[src/rtl/cycle_run_ctrl_pkg.sv]
// cycle_run_ctrl_pkg: shared state encoding and default parameter values for the run controller.
//   state_t            controller phases
//   CNT_W_DEF          default cycle counter width
//   RST_CYCLES_DEF     default core reset hold length
//   DEFAULT_CYCLES_DEF default budget when cycle_limit is zero
package cycle_run_ctrl_pkg;
   typedef enum logic [2:0] {IDLE, RESET_HOLD, RUN, STEP_WAIT, DONE} state_t;
   localparam int CNT_W_DEF          = 16;
   localparam int RST_CYCLES_DEF     = 2;
   localparam int DEFAULT_CYCLES_DEF = 16;
endpackage

[src/rtl/cycle_run_ctrl_if.sv]
// cycle_run_ctrl_if: control/status bundle between a run supervisor (master) and the controller (slave).
//   start, step_mode, step_req, halt_req, cycle_limit : master -> controller requests
//   core_rst_n, core_en, cycle_cnt                    : controller -> core / supervisor
//   running, done, halted                             : controller status
interface cycle_run_ctrl_if
   import cycle_run_ctrl_pkg::*;
#(parameter int CNT_W = CNT_W_DEF);
   logic             start;
   logic             step_mode;
   logic             step_req;
   logic             halt_req;
   logic [CNT_W-1:0] cycle_limit;
   logic             core_rst_n;
   logic             core_en;
   logic [CNT_W-1:0] cycle_cnt;
   logic             running;
   logic             done;
   logic             halted;
   modport master (output start, step_mode, step_req, halt_req, cycle_limit,
                   input  core_rst_n, core_en, cycle_cnt, running, done, halted);
   modport slave  (input  start, step_mode, step_req, halt_req, cycle_limit,
                   output core_rst_n, core_en, cycle_cnt, running, done, halted);
endinterface

[src/rtl/cycle_run_ctrl.sv]
// cycle_run_ctrl: sequences core reset, then gates the core clock enable for a counted
// free-run or single-step run that ends on budget exhaustion or halt.
//   clk   : system clock, rising edge
//   rst_n : asynchronous active-low reset
//   bus   : cycle_run_ctrl_if slave (requests in, core controls and status out)
module cycle_run_ctrl
   import cycle_run_ctrl_pkg::*;
#(
   parameter int CNT_W          = CNT_W_DEF,
   parameter int RST_CYCLES     = RST_CYCLES_DEF,
   parameter int DEFAULT_CYCLES = DEFAULT_CYCLES_DEF
)(
   input logic             clk,
   input logic             rst_n,
   cycle_run_ctrl_if.slave bus
);
   localparam int HOLD_W = $clog2(RST_CYCLES + 1);
   state_t            state;
   logic [CNT_W-1:0]  limit;
   logic [CNT_W-1:0]  cnt;
   logic [HOLD_W-1:0] hold;
   logic              step;
   logic              core_rst_n;
   logic              core_en;
   logic              running;
   logic              done;
   logic              halted;
   logic              last;
   assign bus.core_rst_n = core_rst_n;
   assign bus.core_en    = core_en;
   assign bus.cycle_cnt  = cnt;
   assign bus.running    = running;
   assign bus.done       = done;
   assign bus.halted     = halted;
   // the edge that executes the final budgeted cycle
   assign last = core_en && (cnt + CNT_W'(1) == limit);
   always_ff @(posedge clk or negedge rst_n) begin
      if (!rst_n) begin
         state      <= IDLE;
         limit      <= '0;
         cnt        <= '0;
         hold       <= '0;
         step       <= 1'b0;
         core_rst_n <= 1'b0;
         core_en    <= 1'b0;
         running    <= 1'b0;
         done       <= 1'b0;
         halted     <= 1'b0;
      end else begin
         case (state)
            IDLE, DONE: if (bus.start) begin
               limit      <= (bus.cycle_limit == '0) ? CNT_W'(DEFAULT_CYCLES) : bus.cycle_limit;
               step       <= bus.step_mode;
               cnt        <= '0;
               hold       <= '0;
               core_rst_n <= 1'b0;
               running    <= 1'b1;
               done       <= 1'b0;
               halted     <= 1'b0;
               state      <= RESET_HOLD;
            end
            RESET_HOLD: begin
               // a halt during reset hold still releases core reset so DONE looks uniform
               if (bus.halt_req) begin
                  core_rst_n <= 1'b1;
                  running    <= 1'b0;
                  done       <= 1'b1;
                  halted     <= 1'b1;
                  state      <= DONE;
               end else if (hold == HOLD_W'(RST_CYCLES - 1)) begin
                  core_rst_n <= 1'b1;
                  core_en    <= !step;
                  state      <= step ? STEP_WAIT : RUN;
               end else begin
                  hold <= hold + HOLD_W'(1);
               end
            end
            RUN, STEP_WAIT: begin
               if (core_en) cnt <= cnt + CNT_W'(1);
               if (bus.halt_req || last) begin
                  core_en <= 1'b0;
                  running <= 1'b0;
                  done    <= 1'b1;
                  halted  <= bus.halt_req;
                  state   <= DONE;
               end else begin
                  core_en <= (state == RUN) || bus.step_req;
               end
            end
            default: state <= IDLE;
         endcase
      end
   end
endmodule

[src/flat_wrapper.sv]
// flat-port wrapper written by rule: the top's interface ports become plain ports
module cycle_run_ctrl_flat import cycle_run_ctrl_pkg::*;
#(
   parameter int CNT_W          = CNT_W_DEF,
   parameter int RST_CYCLES     = RST_CYCLES_DEF,
   parameter int DEFAULT_CYCLES = DEFAULT_CYCLES_DEF
)
  (clk, rst_n, bus_start, bus_step_mode, bus_step_req, bus_halt_req, bus_cycle_limit, bus_core_rst_n, bus_core_en, bus_cycle_cnt, bus_running, bus_done, bus_halted);
  cycle_run_ctrl_if #(.CNT_W(CNT_W)) bus_i ();
  input logic clk;
  input logic rst_n;
  input wire logic [$bits(bus_i.start)-1:0] bus_start;
  input wire logic [$bits(bus_i.step_mode)-1:0] bus_step_mode;
  input wire logic [$bits(bus_i.step_req)-1:0] bus_step_req;
  input wire logic [$bits(bus_i.halt_req)-1:0] bus_halt_req;
  input wire logic [$bits(bus_i.cycle_limit)-1:0] bus_cycle_limit;
  output wire logic [$bits(bus_i.core_rst_n)-1:0] bus_core_rst_n;
  output wire logic [$bits(bus_i.core_en)-1:0] bus_core_en;
  output wire logic [$bits(bus_i.cycle_cnt)-1:0] bus_cycle_cnt;
  output wire logic [$bits(bus_i.running)-1:0] bus_running;
  output wire logic [$bits(bus_i.done)-1:0] bus_done;
  output wire logic [$bits(bus_i.halted)-1:0] bus_halted;
  assign bus_i.start = bus_start;
  assign bus_i.step_mode = bus_step_mode;
  assign bus_i.step_req = bus_step_req;
  assign bus_i.halt_req = bus_halt_req;
  assign bus_i.cycle_limit = bus_cycle_limit;
  assign bus_core_rst_n = bus_i.core_rst_n;
  assign bus_core_en = bus_i.core_en;
  assign bus_cycle_cnt = bus_i.cycle_cnt;
  assign bus_running = bus_i.running;
  assign bus_done = bus_i.done;
  assign bus_halted = bus_i.halted;
  cycle_run_ctrl #(.CNT_W(CNT_W), .RST_CYCLES(RST_CYCLES), .DEFAULT_CYCLES(DEFAULT_CYCLES)) u_core (.clk(clk), .rst_n(rst_n), .bus(bus_i));
endmodule
[config.mk]
export PLATFORM = sky130hd
export DESIGN_NAME = cycle_run_ctrl_flat
export DESIGN_NICKNAME = d
export VERILOG_FILES = /design/src/rtl/cycle_run_ctrl_pkg.sv /design/src/rtl/cycle_run_ctrl_if.sv /design/src/rtl/cycle_run_ctrl.sv /design/src/flat_wrapper.sv
export SDC_FILE = /design/constraint.sdc
export NUM_CORES = 1
export LEC_CHECK = 0
export BUFFER_PORTS_ARGS = -buffer_cell sky130_fd_sc_hd__buf_2
export CAP_MARGIN = 40
export CORE_ASPECT_RATIO = 1.2
export CORE_MARGIN = 10
export CORE_UTILIZATION = 50
export CTS_CLUSTER_DIAMETER = 30
export CTS_CLUSTER_SIZE = 12
export DETAILED_ROUTE_END_ITERATION = 8
export PLACE_DENSITY = 0.71
export SLEW_MARGIN = 25
export SYNTH_ARGS = -nofsm -noshare
export SYNTH_HDL_FRONTEND = slang
export SYNTH_SLANG_ARGS = --single-unit
export TNS_END_PERCENT = 1
[constraint.sdc]
create_clock -name clk -period 2.35 [get_ports clk]
set_clock_uncertainty 0.1 [all_clocks]
set_input_delay 0.235 -clock clk [delete_from_list [all_inputs] [get_ports clk]]
set_output_delay 0.235 -clock clk [all_outputs]
set_load 0.02 [all_outputs]
# Word-level counts from Yosys, hierarchy flattened
# Cells that the tools add are included.
# op_classes
n_eq_ne,14
n_mux,31
n_addsub,2
n_reduce_logical,19
# ops
op,n
16-bit 2-to-1 mux,3
16-bit case mux with 2 select lines,1
"16-bit by 1-bit adder with 16-bit output, second input constant",1
16-bit == test,1
16-bit logical NOT,1
1-bit 2-to-1 mux,13
3-bit 2-to-1 mux,4
3-bit AND reduction,4
1-bit case mux with 3 select lines,3
3-bit case mux with 3 select lines,1
"2-bit != test, second input constant",4
4-bit AND reduction,2
"3-bit by 2-bit == test with 1-bit output, second input constant",2
2-bit 2-to-1 mux,3
"2-bit by 1-bit != test with 1-bit output, second input constant",3
2-bit nonzero test,3
1-bit case mux with 2 select lines,2
2-bit case mux with 2 select lines,1
2-bit OR reduction,2
"3-bit by 1-bit == test with 1-bit output, second input constant",1
"3-bit == test, second input constant",1
3-bit logical NOT,1
"3-bit by 2-bit != test with 1-bit output, second input constant",1
3-bit nonzero test,1
6 further kinds,7
# word_totals
output_inout_bits,21
elab_cells,76
inputBits,22
regBits,43

# Logic depth before layout (Yosys ltp)
# Gate-level depths: netlist of the first run.
# depth
depth_word,6
ltp_mapped,8
ltp_nobuf,8

# Least setup slack after synthesis of the first run
# No wires, ideal clock.
# synth_timing
path_type,register -> register
start,register u_core.cnt[0] (netlist: u_core.bus.cycle_cnt[0])
end,register u_core.halted (netlist: u_core.bus.halted)
stages_incl_launch_ff,9
setup_slack_ns,-0.222
t_required_ns,2.113
arrival_ns,2.335
period_less_slack_ns,2.572
n_path_buf,0
cell_sequence,dfrtp_1 ha_1 and3_1 nand3_1 or3b_1 a221oi_1 o221ai_1 nor4_4 a31oi_1
# synth_via
elab_chain_len,6
# synth_lines
item,line,rtl
"start, declared",cycle_run_ctrl.sv:20,logic [CNT_W-1:0] cnt;
"start signal, assigned",cycle_run_ctrl.sv:79,if (core_en) cnt <= cnt + CNT_W'(1);
16-bit by 1-bit adder with 16-bit output,cycle_run_ctrl.sv:36,assign last = core_en && (cnt + CNT_W'(1) == limit);
16-bit == test,cycle_run_ctrl.sv:36,
1-bit logical AND,cycle_run_ctrl.sv:36,
1-bit logical OR,cycle_run_ctrl.sv:80,if (bus.halt_req || last) begin
2-bit by 1-bit != test with 1-bit output (no line),--,
4-bit AND reduction (no line),--,
"end signal, assigned",cycle_run_ctrl.sv:84,halted <= bus.halt_req;
"end, declared",cycle_run_ctrl.sv:27,logic halted;
# Every way passes these cells.
# A chain may end at the register's enable or synchronous reset.

# Final worst setup path of the first run
# layout_timing
start,register u_core.cnt[2] (netlist: u_core.bus.cycle_cnt[2])
end,register u_core.halted (netlist: u_core.bus.halted)
# The elaborated chain is that of the path after synthesis.

==> summary.md, run 1 <==
| Metric | Value |
|---|---|
| Status | finished, final reports clean |
| Routed WL per cell | 15.49 µm |
| Clock buffer count from CTS | 5 |
| Drt drc | 0 |
| Worst reg-to-reg setup slack | 20 ps |
| Critical path class | register to register |
| Longest Clk Path Bufs | 2 |
| Post-detail-place hpwl | ~4900 µm |
| Total grt overflow | 0 |
| Switching share of total power | 0.4090 |
| Slew Limit Fails | 0 |
| Final Hold Slack | 33.94 ps |
| Placeable Area | just under 0.005 mm² |
| Clock Tree Root | clkbuf_8 |
| Crit path from | u_core.bus.cycle_cnt[2] |
| Max_slew headroom | 0.6058 |
| Max-cap viol count | 0 |
| GRT Util Overall | 0.1636 |
| TritonCTS clock tree | built |
| Post-synth ARST share | 1.000 |
| Fillers | ~430 |
| Reg2reg start | u_core.bus.cycle_cnt[2] |
| Cells after Synth | between 200 and 300 |
| Inst Count DP | approximately 410 |
| Site Rows | 28 |
| Leak | about 1.5 nW |
| CP required | 2440 ps |
| Initial detailed-routing violation count | 149 |
| Hold Path Class | primary input to register |
| Diodes inserted | 0 |
| Insertion delay to the later sink of the worst-skew pair | ~300 ps |
| CP max stage delay | 430 ps |
| Die Area | approximately 0.0082 mm² |
| TritonCTS Sinks | 43 |
| Worst hold start | bus_cycle_limit[13] |
| Initial core utilization | 0.5128 |
| Mapped Avg Cell Area | 8.409 µm² |
| Clock share of power | 0.168 |
| Worst setup SP type | register |
| Period Utilization, post-route | 0.9928 |
| Sw Pwr | 0.001132 W |
| Comb pwr share | 0.398 |
| Post-CTS setup buffers | 0 |
| Worst path buffer plus inverter count | 1 |
| Largest cells by area after synthesis | dfrtp_1, nand2_1, o21ai_0 |
| Crit-path cells | nand4_1 > or3_4 > mux2_4 > o22ai_2 > o22ai_2 > nor4_4 > buf_6 > a31oi_1 |
| Sequential share of power | 0.434 |
| Placed Area | between 0.002 and 0.003 mm² |
| Cell Pwr Density | 888.3 mW/mm² |
| Antenna violations before repair | 0 |
| Distinct cells, synth | 45 |
| GPL Wtd Cong | 0.9324 |
| IO Pins | 43 |
| Final WL | between 6000 and 7000 µm |
| Slowest-stage cell, CP | dfrtp_2 |
| Fraction of layout cells with a size suffix above 1 | 0.2917 |
| Design area | 0.003114 mm² |
| Syn nets | between 300 and 400 |
| Synth-to-Final Area Change | 24.70% |
| Die width | approximately 85 µm |
| Post-synth EDFFs | 0 |
| Port Buffers | 42 |
| Critical Path Fanout Max | 7 |
| End of the worst register-to-register path | u_core.bus.halted |
| CTS clk-pin slew, worst paths | approximately 80 ps |
| RSZ-0062 raised after global routing | true |
| Sequential share of the synthesized area | 0.4309 |
| Crit path DAT | roughly 2400 ps |
| Vias in the first global route | between 2000 and 2500 |
| Antenna Violating Nets Remaining | 0 |
| H-tree levels | 2 |
| Nets | ~380 |
| Synth area leader | dfrtp_1 |
| Synth Cell Area | 0.002497 mm² |
| Synth warnings | 0 |
| Worst-case hold path end point | u_core.limit[13] |
| Drt first pass iters | 4 |
| CP dominant cell by count | o22ai_2 |
| Setup TNS | 0 ps |
| Max VDD drop | a little under 0.0006 V |
| Post-synth top area share | 0.4309 |
| Commonest non-fill, non-tap cell in the layout | nand2_1 |
| FF+latch count, synth | 43 |
| Vias per inst | approximately 5.6 |
| Finished Layout Cells | 420 |
| Fin util | 0.6395 |
| Pin count of the biggest net entering global routing | 44 |
| Count of final hold-check violations | 0 |
| Via count | ~2400 |
| Die H | roughly 97 µm |
| Worst R2R Path Depth | 8 |
| Final setup violation count | 0 |
| Hold path cells | 3 |
| Pint | around 0.0016 W |
| Global-route wire length before repair | roughly 11000 µm |
| Min Tclk post-route | approximately 2300 ps |
| CP delay by family, top | simple AND/OR/NAND/NOR gates |
| Top_reg_cell synth | dfrtp_1 |
| Most frequent cells in the layout | nand2_1, buf_2, dfrtp_1, o21ai_0, buf_4 |
| FMAX | around 430 MHz |
| Worst Max-Slew Pin Slew | a little under 600 ps |
| Worst setup EP type | register |
==> cells by family (layout without fill, tap and decap cells) <==
logic type	after synthesis	count (layout)	synth area share
mux	4	4	0.01854
fa+ha+maj	2	2	0.01002
xor+xnor	20	20	0.07014
simple gates	134	134	0.2620
flops	43	43	0.4309
compound gates	71	71	0.1718
buf+inv	23	86	0.03657
==> registers in the layout (all words and copies together), names as in the netlist <==
signal / flops
u_core.state: 3
u_core.limit: 16
u_core.bus.cycle_cnt: 16
u_core.step: 1
u_core.hold: 2
u_core.bus.halted: 1
u_core.bus.running: 1
u_core.bus.done: 1
u_core.bus.core_en: 1
u_core.bus.core_rst_n: 1
==> what timing repair did <==
item                                    CTS  global route
pin swaps                                 1             1
endpoints found under the hold margin    43             0
gates resized for setup                   3             6
hold buffers                              1             0
endpoints found under the setup margin    7             7
==> area by class of cell <==
| type | instances | area, µm² | area share |
|---|---|---|---|
| Clock buffer | 6 | 72.57 | 0.02330 |
| Clock inverter | 2 | 12.51 | 0.004018 |
| Inverter | 8 | 30.03 | 0.009642 |
| Multi-Input combinational cell | 231 | 1410 | 0.4528 |
| Sequential cell | 43 | 1087 | 0.3491 |
| Tap cell | 60 | 75.07 | 0.02411 |
| Timing Repair Buffer | 70 | 426.7 | 0.1370 |
==> power by group through the flow <==
stage | logic (W) | registers (W) | clock network [W]
2_1_floorplan | 0.000773 | 0.00119 | 0
3_3_place_gp | 0.00106 | 0.00120 | 0
3_5_place_dp | 0.00110 | 0.00120 | 0
4_1_cts | 0.00110 | 0.00119 | 0.000477
5_1_grt | 0.00126 | 0.00124 | 0.000510
6_report | 0.00110 | 0.00120 | 0.000464
==> layer usage <==
metal  part of all wire  global-route usage  up-vias  routed length (µm)
met5                  0                   0        -                   0
met4              0.017             0.05964        0                 113
met3              0.046             0.03440       12                 297
met2               0.48              0.2670       60                3155
met1               0.45              0.2052     1118                2939
li1                   -                   -     1172                   -
==> worst max-delay path by stage <==
stage                               to  slack (ps)  depth (start not counted)
floorplan            u_core.bus.halted           8                          8
global placement     u_core.bus.halted         -40                          8
detailed placement   u_core.bus.halted         -50                          8
CTS                  u_core.bus.halted           3                          8
global route        u_core.bus.running        -110                         10
finish               u_core.bus.halted          20                          8
==> synthesized netlist by cell type (2+ instances only) <==
cell,instances
a21o_1,2
a21oi_1,15
a31oi_1,2
and2_1,4
and3_1,5
buf_2,4
clkbuf_1,11
dfrtp_1,43
ha_1,2
inv_1,8
mux2i_1,2
nand2_1,63
nand2b_1,4
nand3_1,10
nand4_1,9
nor2_1,21
nor3_1,5
nor4_1,4
o21ai_0,29
o21ai_1,2
o22ai_1,3
o22ai_2,2
o31ai_1,7
xnor2_1,13
xor2_1,7
==> worst register-to-register path: stages, from the launching register on <==
cell and delay [ps]:
dfrtp_2 430, nand4_1 230, or3_4 420, mux2_4 310, o22ai_2 100, o22ai_2 100, nor4_4 310, buf_6 170
a31oi_1 70
==> stage by stage <==
stage          power [W]  worst slack, ps
2_1_floorplan   0.001962            8.126
3_3_place_gp    0.002260           -38.99
3_5_place_dp    0.002299           -45.79
4_1_cts         0.002771            3.290
5_1_grt         0.003008           -106.8
6_report        0.002766            17.02
(Power assumes the default switching activity.)
==> inputs of run 2 (changes only) <==
--- a/config.mk
+++ b/config.mk
@@ -9,11 +9,11 @@
 export CAP_MARGIN = 40
 export CORE_ASPECT_RATIO = 1.2
 export CORE_MARGIN = 10
-export CORE_UTILIZATION = 50
+export CORE_UTILIZATION = 45
 export CTS_CLUSTER_DIAMETER = 30
 export CTS_CLUSTER_SIZE = 12
 export DETAILED_ROUTE_END_ITERATION = 8
-export PLACE_DENSITY = 0.71
+export PLACE_DENSITY = 0.65
 export SLEW_MARGIN = 25
 export SYNTH_ARGS = -nofsm -noshare
 export SYNTH_HDL_FRONTEND = slang
==> run 2 against run 1 <==
  * Design area down 0.80%
  * Worst setup slack worse by 1.4 ps
  * Combinational power about the same
  * Register-to-register slack about the same
  * Critical path depth unchanged
  * Critical path type unchanged
  * Largest power group unchanged
==> summary.md, run 2 (synthesis gave the netlist of run 1 again) <==
| Metric | Value |
|---|---|
| Status | finished, final reports clean (unchanged) |
| Drt drc | 0 (unchanged) |
| Pin count of the biggest net entering global routing | 26 (was 44) |
| H-tree levels | 2 (unchanged) |
| Most frequent cells in the layout | nand2_1, buf_2, dfrtp_1, o21ai_0, buf_4 (unchanged) |
| Commonest non-fill, non-tap cell in the layout | nand2_1 (unchanged) |
| TritonCTS clock tree | built (unchanged) |
| Leak | 1.491 nW (was 1.499 nW) |
| Max_slew headroom | 0.5825 (was 0.6058) |
| Initial detailed-routing violation count | 177 (was 149) |
| Count of final hold-check violations | 0 (unchanged) |
| RSZ-0062 raised after global routing | true (unchanged) |
| CP max stage delay | 420 ps (was 430 ps) |
| Critical Path End | u_core.bus.halted (unchanged) |
| Met3 WL | 296 µm (was 297 µm) |
| Via count | 2329 (was 2362) |
| Max-cap viol count | 0 (unchanged) |
| Critical path class | register to register (unchanged) |
| GRT Util Overall | 0.1510 (was 0.1636) |
| Diodes inserted | 0 (unchanged) |
| Antenna Violating Nets Remaining | 0 (unchanged) |
| Crit path DAT | 2420 ps (about the same) |
| Worst path buffer plus inverter count | 1 (unchanged) |
| Die H | 101.6 µm (was 97.42 µm) |
| TritonCTS Sinks | 43 (unchanged) |
| Vias in the first global route | 2295 (was 2379) |
| Uppermost layer routed | met4 (unchanged) |
| Final WL | 6588 µm (was 6506 µm) |
| Post-detail-place hpwl | 4995 µm (was 4950 µm) |
| Worst reg-to-reg setup slack | 20 ps (about the same) |
| Insertion delay to the later sink of the worst-skew pair | 290 ps (was 300 ps) |
| Placeable Area | 0.005334 mm² (was 0.004870 mm²) |
| Die Area | 0.008942 mm² (was 0.008233 mm²) |
| Worst Max-Slew Pin Slew | 624.8 ps (was 589.9 ps) |
| Global-route wire length before repair | 11050 µm (was 11270 µm) |
| Site Rows | 29 (was 28) |
| Initial core utilization | 0.4682 (was 0.5128) |
| Critical Path Fanout Max | 7 (unchanged) |
| Finished Layout Cells | 419 (was 420) |
| Met2 WL | 3134 µm (was 3155 µm) |
| Slowest-stage cell, CP | or3_4 (was dfrtp_2) |
| Design area | 0.003089 mm² (was 0.003114 mm²) |
| Routed WL per cell | 15.72 µm (was 15.49 µm) |
| Fin util | 0.5792 (was 0.6395) |
| CP dominant cell by count | o22ai_2 (unchanged) |
| End of the worst register-to-register path | u_core.bus.halted (unchanged) |
| Worst setup SP type | register (unchanged) |
| WL met1 | 3100 µm (was 2939 µm) |
| FMAX | 428.4 MHz (was 428.6 MHz) |
| Multi-input logic area | 0.001388 mm² (was 0.001410 mm²) |
| Hold Path Class | primary input to register (unchanged) |
| Slew Limit Fails | 0 (unchanged) |
| Synth-to-Final Area Change | 23.70% (was 24.70%) |
| Cell Pwr Density | 915.0 mW/mm² (was 888.3 mW/mm²) |
| Clock buffer count from CTS | 5 (unchanged) |
| Levels on crit path | 8 (unchanged) |
| CP required | 2430 ps (was 2440 ps) |
| Nets | 380 (was 383) |
| CP delay by family, top | simple AND/OR/NAND/NOR gates (unchanged) |
| Clock Tree Root | clkbuf_8 (unchanged) |
| IO Pins | 43 (unchanged) |
| Max VDD drop | 0.0004940 V (was 0.0005900 V) |
| Worst R2R Path Depth | 8 (unchanged) |
| GPL Wtd Cong | 0.9246 (was 0.9324) |
| Die width | 88.01 µm (was 84.52 µm) |
| Fillers | 481 (was 433) |
| Crit path from | u_core.bus.cycle_cnt[2] (unchanged) |
| Placed Area | 0.002954 mm² (was 0.002974 mm²) |
| Final setup violation count | 0 (unchanged) |
| Fraction of layout cells with a size suffix above 1 | 0.2745 (was 0.2917) |
| Period Utilization, post-route | 0.9934 (was 0.9928) |
| CTS clk-pin slew, worst paths | 90 ps (was 80 ps) |
| Antenna violations before repair | 0 (unchanged) |
| Longest Clk Path Bufs | 2 (unchanged) |
| Inst Count DP | 410 (was 411) |
| Total grt overflow | 0 (unchanged) |
| Worst setup EP type | register (unchanged) |
| Crit-path cells | nand4_1 > or3_4 > mux2_4 > o22ai_2 > o22ai_2 > nor4_4 > buf_6 > a31oi_1 (unchanged) |
| Reg2reg start | u_core.bus.cycle_cnt[2] (unchanged) |
| Storage element area | 0.001086 mm² (was 0.001087 mm²) |
| Port Buffers | 42 (unchanged) |
| Drt first pass iters | 5 (was 4) |
| Min Tclk post-route | 2334 ps (was 2333 ps) |
| Setup TNS | 0 ps (unchanged) |
| Vias per inst | 5.558 (was 5.624) |
-- run 2: worst min path at each step --
stage,endpoint,slack (ps),from,cells past startpoint
floorplan,u_core.bus.core_en,-160,rst_n,0
global placement,u_core.bus.cycle_cnt[5],170,rst_n,1
detailed placement,u_core.bus.cycle_cnt[5],170,rst_n,1
CTS,u_core.limit[12],50,bus_cycle_limit[12],3
global route,u_core.limit[0],50,bus_cycle_limit[0],3
finish,u_core.limit[0],50,bus_cycle_limit[0],3
-- run 2: through the flow --
stage               hold WS, ps  setup slack [ps]  power (W)
global placement          169.8             35.24   0.002278
CTS                       45.35             3.625   0.002829
finish                    47.36             15.58   0.002826
detailed placement        172.3            -7.544   0.002295
global route              45.94            -97.43   0.003052
floorplan                -160.6             8.126   0.001962
-- run 2: tightest hold or removal path, cell delays in order --
cell and delay [ps]:
buf_2 90, nand2_1 40, nand2_1 40
-- run 2: timing repair --
| action | 4_1_cts | 5_1_grt |
|---|---|---|
| endpoints found under the setup margin | 1 | 7 |
| hold buffers | 1 | 0 |
| hold endpoints to repair | 24 | 0 |
| buffers inserted | 0 | 0 |
| resized for setup | 2 | 3 |
| pin swaps | 1 | 1 |
-- run 2: layout make-up --
cell class / count / share of cell area
multi-input combinational: 231 / 0.4492
sequential: 43 / 0.3516
timing repair buffer: 67 / 0.1308
clock buffer: 7 / 0.03119
tap: 62 / 0.02511
inverter: 8 / 0.009721
clock inverter: 1 / 0.002430
-- run 2: power breakdown --
part	switching (W)	internal, W
sequential	0.000236	0.000964
clock	0.000262	0.000268
combinational	0.000642	0.000455
total	0.00114	0.00169
-- run 2: routing by layer --
| metal | vias to the layer above | GRT usage |
|---|---|---|
| met5 | - | 0 |
| met4 | 0 | 0.04300 |
| met3 | 6 | 0.02972 |
| met2 | 63 | 0.2365 |
| met1 | 1098 | 0.2052 |
| li1 | 1162 | - |
